===== src/rtl/des_round_ctrl.sv =====
`default_nettype none
// ============================================================================
// Module   : des_round_ctrl
// Purpose  : Round sequencer and C/D key-schedule generator for an iterative
//            DES core (one Feistel round per clock, encrypt or decrypt order).
// Revision : 1.0 - initial release
// ============================================================================
module des_round_ctrl #(
    parameter logic [15:0] SHIFT_MAP = 16'h8103
) (
    input  logic        clk,
    input  logic        rst_n,
    input  logic        start,
    input  logic        decrypt,
    input  logic [55:0] key_cd,
    input  logic        stall,
    output logic        busy,
    output logic        ld_data,
    output logic        round_en,
    output logic [3:0]  round,
    output logic [27:0] key_c,
    output logic [27:0] key_d,
    output logic        done
);

    typedef enum logic [1:0] {
        S_IDLE  = 2'd0,
        S_LOAD  = 2'd1,
        S_ROUND = 2'd2,
        S_FINAL = 2'd3
    } state_t;

    localparam logic [3:0] c_last_round = 4'd15;

    state_t      r_state;
    state_t      w_state_nxt;
    logic        r_dir;
    logic        w_dir_nxt;
    logic [3:0]  r_round;
    logic [3:0]  w_round_nxt;
    logic [3:0]  w_round_inc;
    logic [27:0] r_c;
    logic [27:0] r_d;
    logic [27:0] w_c_nxt;
    logic [27:0] w_d_nxt;
    logic        w_single;

    // Left/right rotation of a 28-bit half by one or two positions.
    function automatic logic [27:0] rot_l(input logic [27:0] x, input logic one);
        rot_l = one ? {x[26:0], x[27]} : {x[25:0], x[27:26]};
    endfunction

    function automatic logic [27:0] rot_r(input logic [27:0] x, input logic one);
        rot_r = one ? {x[0], x[27:1]} : {x[1:0], x[27:2]};
    endfunction

    assign w_round_inc = r_round + 4'd1;

    // Decrypt walks the schedule backwards, so it looks up round 16-(r+1).
    assign w_single = r_dir ? SHIFT_MAP[c_last_round - r_round]
                            : SHIFT_MAP[w_round_inc];

    always_ff @(posedge clk or negedge rst_n) begin
        if (!rst_n) begin
            r_state <= S_IDLE;
        end else begin
            r_state <= w_state_nxt;
        end
    end

    always_ff @(posedge clk or negedge rst_n) begin
        if (!rst_n) begin
            r_dir   <= 1'b0;
            r_round <= 4'd0;
            r_c     <= 28'd0;
            r_d     <= 28'd0;
        end else begin
            r_dir   <= w_dir_nxt;
            r_round <= w_round_nxt;
            r_c     <= w_c_nxt;
            r_d     <= w_d_nxt;
        end
    end

    always_comb begin
        w_state_nxt = r_state;
        w_dir_nxt   = r_dir;
        w_round_nxt = r_round;
        w_c_nxt     = r_c;
        w_d_nxt     = r_d;
        busy        = 1'b0;
        ld_data     = 1'b0;
        round_en    = 1'b0;
        done        = 1'b0;

        case (r_state)
            S_IDLE: begin
                if (start) begin
                    w_dir_nxt   = decrypt;
                    w_c_nxt     = key_cd[55:28];
                    w_d_nxt     = key_cd[27:0];
                    w_state_nxt = S_LOAD;
                end
            end
            S_LOAD: begin
                busy        = 1'b1;
                ld_data     = 1'b1;
                w_round_nxt = 4'd0;
                // Decrypt round 0 uses the full 28-bit rotation, i.e. C0/D0 itself.
                if (!r_dir) begin
                    w_c_nxt = rot_l(r_c, 1'b1);
                    w_d_nxt = rot_l(r_d, 1'b1);
                end
                w_state_nxt = S_ROUND;
            end
            S_ROUND: begin
                busy = 1'b1;
                // round_en must track the same-cycle stall so the datapath
                // and the sequencer always advance together.
                if (!stall) begin
                    round_en = 1'b1;
                    if (r_round == c_last_round) begin
                        w_state_nxt = S_FINAL;
                    end else begin
                        w_round_nxt = w_round_inc;
                        if (r_dir) begin
                            w_c_nxt = rot_r(r_c, w_single);
                            w_d_nxt = rot_r(r_d, w_single);
                        end else begin
                            w_c_nxt = rot_l(r_c, w_single);
                            w_d_nxt = rot_l(r_d, w_single);
                        end
                    end
                end
            end
            S_FINAL: begin
                busy        = 1'b1;
                done        = 1'b1;
                w_state_nxt = S_IDLE;
            end
            default: begin
                w_state_nxt = S_IDLE;
            end
        endcase
    end

    assign round = r_round;
    assign key_c = r_c;
    assign key_d = r_d;

endmodule
`default_nettype wire


===== config.mk =====
export PLATFORM = sky130hd
export DESIGN_NAME = des_round_ctrl
export DESIGN_NICKNAME = d
export VERILOG_FILES = /design/src/rtl/des_round_ctrl.sv
export SDC_FILE = /design/constraint.sdc
export NUM_CORES = 1
export LEC_CHECK = 0
export CORE_MARGIN = 3
export CORE_UTILIZATION = 25
export DETAILED_ROUTE_END_ITERATION = 10
export SYNTH_ARGS = -nofsm -noshare
export SYNTH_HDL_FRONTEND = slang
export SYNTH_SLANG_ARGS = --single-unit

===== constraint.sdc =====
create_clock -name clk -period 3.2 [get_ports clk]
set_input_delay 0.32 -clock clk [delete_from_list [all_inputs] [get_ports clk]]
set_output_delay 0.32 -clock clk [all_outputs]
set_load 0.01 [all_outputs]

# Word-level counts from Yosys, hierarchy flattened
# Memory sizes are Yosys's and may differ from the RTL's.
# Cells that the tools add are included.
[op_classes]
add_sub_neg = 2
n_lt_le_gt_ge = 2
eq_ne = 9
n_mux = 31
reduce_logical = 8
[op_table]
columns = ["cell", "n"]
rows = [
  ["$mux W28", 14],
  ["$pmux W28 S3", 2],
  ["$lt A4 B5 Y1 const B", 2],
  ["$ne A2 B2 Y1 const B", 5],
  ["$mux W1", 8],
  ["$mux W4", 2],
  ["$pmux W2 S4", 1],
  ["$pmux W4 S2", 1],
  ["$mux W2", 3],
  ["$reduce_and A3 Y1", 2],
  ["$reduce_and A5 Y1", 1],
  ["$add A4 B1 Y4 const B", 1],
  ["$eq A2 B2 Y1 const B", 2],
  ["$eq A4 B4 Y1 const B", 1],
  ["$sub A4 B4 Y4 const A", 1],
  ["$reduce_bool A3 Y1", 1],
  ["$reduce_or A3 Y1", 1],
  ["$eq A2 B1 Y1 const B", 1],
  ["$logic_not A2 Y1", 1],
  ["$reduce_and A2 Y1", 1],
  ["$reduce_bool A2 Y1", 1],
]
[totals]
regBits = 63
romBits = 32
input_bits = 61
output_inout_bits = 64
wordCells = 59
n_memories = 2
[memory_table]
columns = ["name", "words", "width", "read_ports", "rd_clocked_by_memory_dff", "write_ports", "line_no", "text"]
rows = [
  ["(name not given)", 16, 1, 1, 0, 0, "61", ": SHIFT_MAP[w_round_inc];"],
  ["(name not given)", 16, 1, 1, 0, 0, "60", "assign w_single = r_dir ? SHIFT_MAP[c_last_round - r_round]"],
]

# Depth between registers and ports, before layout
[logic_depth]
word_depth = 9
depth_mapped = 10
mapped_depth_nobuf = 7

# Least setup slack after synthesis
# OpenSTA, ideal clock, no wires.
[synth_timing]
path_type = "reg-to-reg"
startpoint = "register r_round[1] (netlist: round[1])"
endpoint = "register r_d[16] (netlist: key_d[16])"
setup_ns = 0.142
arrival_ns = 2.292
required_time_ns = 3.058
slack_ns = 0.767
path_stages_with_launch = 9
path_buffers = 2
period_less_slack_ns = 2.433
path_cell_list = "dfrtp_1 ha_1 buf_6 xor2_1 mux2i_1 o2bb2ai_4 buf_12 mux2i_1 o311ai_2"
[synth_between]
elab_chain_cells = 9
word_cells_on_any_way = 16
classes_between = "2 x add/sub; 2 x eq/ne; 9 x mux; 1 x reduce/logical; 2 x memory"
[synth_lines]
columns = ["item", "line_no", "text"]
rows = [
  ["start, declared", "39", "logic [3:0] r_round;"],
  ["start signal, assigned", "79", "r_round <= w_round_nxt;"],
  ["$add A4 B1 Y4 / $sub A4 B4 Y4 (equally long branches)", "57, 60", ""],
  ["$mem_v2 Z16 W1, on equally long branches", "--", ""],
  ["$mux W1, on equally long branches", "61, 60", ""],
  ["$mux W1", "60", ""],
  ["$mux W28, on equally long branches", "50, 54", ""],
  ["$mux W28", "126", "if (r_dir) begin"],
  ["$mux W28", "122", "if (r_round == c_last_round) begin"],
  ["$mux W28", "120", "if (!stall) begin"],
  ["$pmux W28 S3", "96", "case (r_state)"],
  ["end signal, assigned", "81", "r_d <= w_d_nxt;"],
  ["end, declared", "43", "logic [27:0] r_d;"],
]
# Parallel ways exist; a longest one is shown, timed or not. The select of a mux whose other input is x is not followed.
# A chain may end at the register's enable or synchronous reset.

# Worst setup path in the final report
[layout_timing]
startpoint = "register r_round[0] (netlist: round[0])"
endpoint = "register r_c[18] (netlist: key_c[18])"
[layout_between]
elab_chain_cells = 9
word_cells_on_any_way = 16
classes_between = "2 x add/sub; 2 x eq/ne; 9 x mux; 1 x reduce/logical; 2 x memory"
[layout_lines]
columns = ["item", "line_no", "text"]
rows = [
  ["$add A4 B1 Y4 / $sub A4 B4 Y4 (equally long branches)", "57, 60", ""],
  ["$mem_v2 Z16 W1, on equally long branches", "--", ""],
  ["$mux W1, on equally long branches", "61, 60", ""],
  ["$mux W1", "60", ""],
  ["$mux W28, on equally long branches", "50, 54", ""],
  ["$mux W28", "126", ""],
  ["$mux W28", "122", ""],
  ["$mux W28", "120", ""],
  ["$pmux W28 S3", "96", ""],
  ["end signal, assigned", "80", "r_c <= w_c_nxt;"],
  ["end, declared", "42", "logic [27:0] r_c;"],
]
# Parallel ways exist; a longest one is shown, timed or not. The select of a mux whose other input is x is not followed.

==> out/results.ini <==
[placed_design]
place_congestion = 0.7560
hpwl_um = 13650
place_area_um2 = 7501
io_buffer_count = 124

[synthesis]
synthTopCellsByCount = 112 x a21oi_1, 97 x mux2i_1, 63 x dfrtp_1
yosysWarnings = 0
synthMuxAreaShare_pct = 17.92
yosysTopAreaCell = dfrtp_1
synthFlopType = dfrtp_1
synth_compound_area_share_pct = 28.49
synth_area_leaders = dfrtp_1 26%, mux2i_1 16%, a21oi_1 9.3%
yosys.cell_types.count = 54
synth_fa_ha_area_share_pct = 2.084
yosysMostFrequentCell = a21oi_1
async_flop_share_pct = 100.0
syn_area_per_cell_um2 = 8.351
ys_seq_area_share_pct = 26.26
synth-simple-area-share_pct = 18.05
synth_edf_count = 0
syn_inst = 719
syn_nets = 790
ys_ff_latch = 63
synth_xor_area_share_pct = 0.4168
syn_area_um2 = 6005
synth_top_family_by_area = compound AO/OA/AOI/OAI gates
netlist.area_leader.share_pct = 26.26

[clock_network]
cts_root_buffer = clkbuf_16
cts.sinks = 63
numCtsBuffers = 9
cts_resized = 0
cts_max_path_buffers = 2
postCtsHoldBufs = 0
cts_setup_buffers = 0
h-tree-depth = 3
clkTransAtPathRegs_ns = 0.06
cts_tree = done
worstSkewPairLatency_ns = 0.34

[pwr]
vdd_ir_drop_max_uv = 478.3
finalPower_w = 0.008781
p_leak_nw = 2.990
powerDensity_nw_per_um2 = 1127

[floorplan]
core_um2 = 23540
die_area_um2 = 25910
num_rows = 56
ios = 125
fp.dieW_um = 161.0
start_util_pct = 25.50
die_y_um = 161.0

[grt]
grt_pass1_wl_um = 32980
grt_pass1_vias = 5829
overflow = 0
antenna_found_initial = 0
grtUsageTotal_pct = 15.56
grt_max_degree = 56

[run_status]
status = complete, no violations

[critical_path]
required_ns = 3.39
crit_path_max_fanout = 18
path_cells = ha_1 -> xor2_1 -> mux2i_1 -> o2bb2ai_4 -> buf_12 -> mux2i_1 -> o311ai_2
critPathSlowestCell = dfrtp_1
crit_arrival_ns = 3.02
ff2ff_setup_slack_ns = 0.37
reg2reg_from = round[0]
crit_type = flop to flop
worst_setup_path_start_kind = flop
end_kind = flop
cp_common_cell = mux2i_1
cp_num_buf_inv = 1
rr_endpoint = key_c[18]
ff2ff_path_depth = 7
cp_top_family = multiplexers
max_stage_delay_ns = 0.50

[drt]
dr_wl_met3_um = 1058
remaining_drc_errors = 0
routed_wl_um = 20550
wire_per_inst_um = 18.10
drtPass1Iterations = 5
initialDrtViolationCount = 457
drt-vias-per-instance = 5.329
dr_wl_met2_um = 9704
met1Wirelength_um = 9635
routed.top_layer = met4
vias = 6048
drt.antenna.violating_nets = 0

[final_layout]
area_delta_synth_final_pct = 29.76
multi_input_area_um2 = 4053
fin_area_um2 = 7791
register_area_um2 = 1578
final_nets = 882
drive_gt1_share_pct = 7.843
nFillCells = 2521
n_antenna_cell = 0

[hold_path]
min_path_type = primary input to asynchronous set/reset pin

[sta]
setup_violations = 0
period_share_pct = 88.30
whs_ns = 0.09030
tns_ns = 0
min_period_ns = 2.826
rsz0062_at_grt = no
hold_violations = 0
fmax_mhz = 353.9
relSlewSlack_pct = 41.83
fin_skew_ns = 0.007643
worst_pin_slew_ns = 0.8725
maxSlewViolCount = 0

[run]
maxCapViolCount = 0

where the power goes:
part | switching (W) | leakage (nW) | internal, W
logic | 0.00332 | 2.04 | 0.00256
registers | 0.000745 | 0.804 | 0.00116
clock network | 0.000392 | 0.142 | 0.000601
total | 0.00446 | 2.99 | 0.00432
sequential cells by signal, indices dropped and copies added (netlist names):
register / flops
key_c: 28
key_d: 28
round: 4
r_state: 2
r_dir: 1
metal layers:
metal / up-vias / track usage, %
li1: 2881 / -
met1: 2983 / 21.69
met2: 170 / 24.93
met3: 14 / 3.180
met4: 0 / 3.520
met5: - / 0
metrics by stage:
| stage | instances | setup slack, ns | utilization, % |
|---|---|---|---|
| global placement | 1119 | 0.5133 | 31.86 |
| finish | 1135 | 0.3743 | 33.09 |
| CTS | 1135 | 0.3688 | 33.09 |
| floorplan | 719 | 0.7666 | - |
| detailed placement | 1119 | 0.3865 | 31.86 |
| global route | 1135 | 0.1235 | 33.09 |
logic make-up after synthesis:
family / after synthesis
mux: 106
compound gates: 259
flops: 63
buf+inv: 70
fa+ha+maj: 10
xor+xnor: 2
simple gates: 209
placed cells by master, fill, tap and decap left out, drive strengths merged, types with 6 or more instances in the layout:
cell type	instances
clkdlybuf4s50	123
a21oi	112
mux2i	97
nor2	63
dfrtp	63
o21ai	60
o311ai	50
nor2b	49
or3	46
nand2	30
buf	20
ha	10
clkbuf	10
mux2	9
inv	8
nand3	8
a211oi	7
a211o	6
how the worst max path moves through the flow:
stage               startpoint   endpoint  depth (start not counted)
floorplan             round[1]  key_d[16]                          8
finish                round[0]  key_c[18]                          7
CTS                   round[0]  key_c[18]                          7
global placement      round[0]  key_c[25]                          7
global route          round[0]   key_d[4]                          7
detailed placement    round[0]  key_c[18]                          7
final cells by class:
type                       count  area share (%)
clock buffer                  10           2.939
clock inverter                 6          0.7869
inverter                       8          0.3854
multi-input combinational    586           52.02
sequential                    63           20.25
tap                          319           5.123
timing repair buffer         143           18.50
Power figures use the tool's default switching activity.
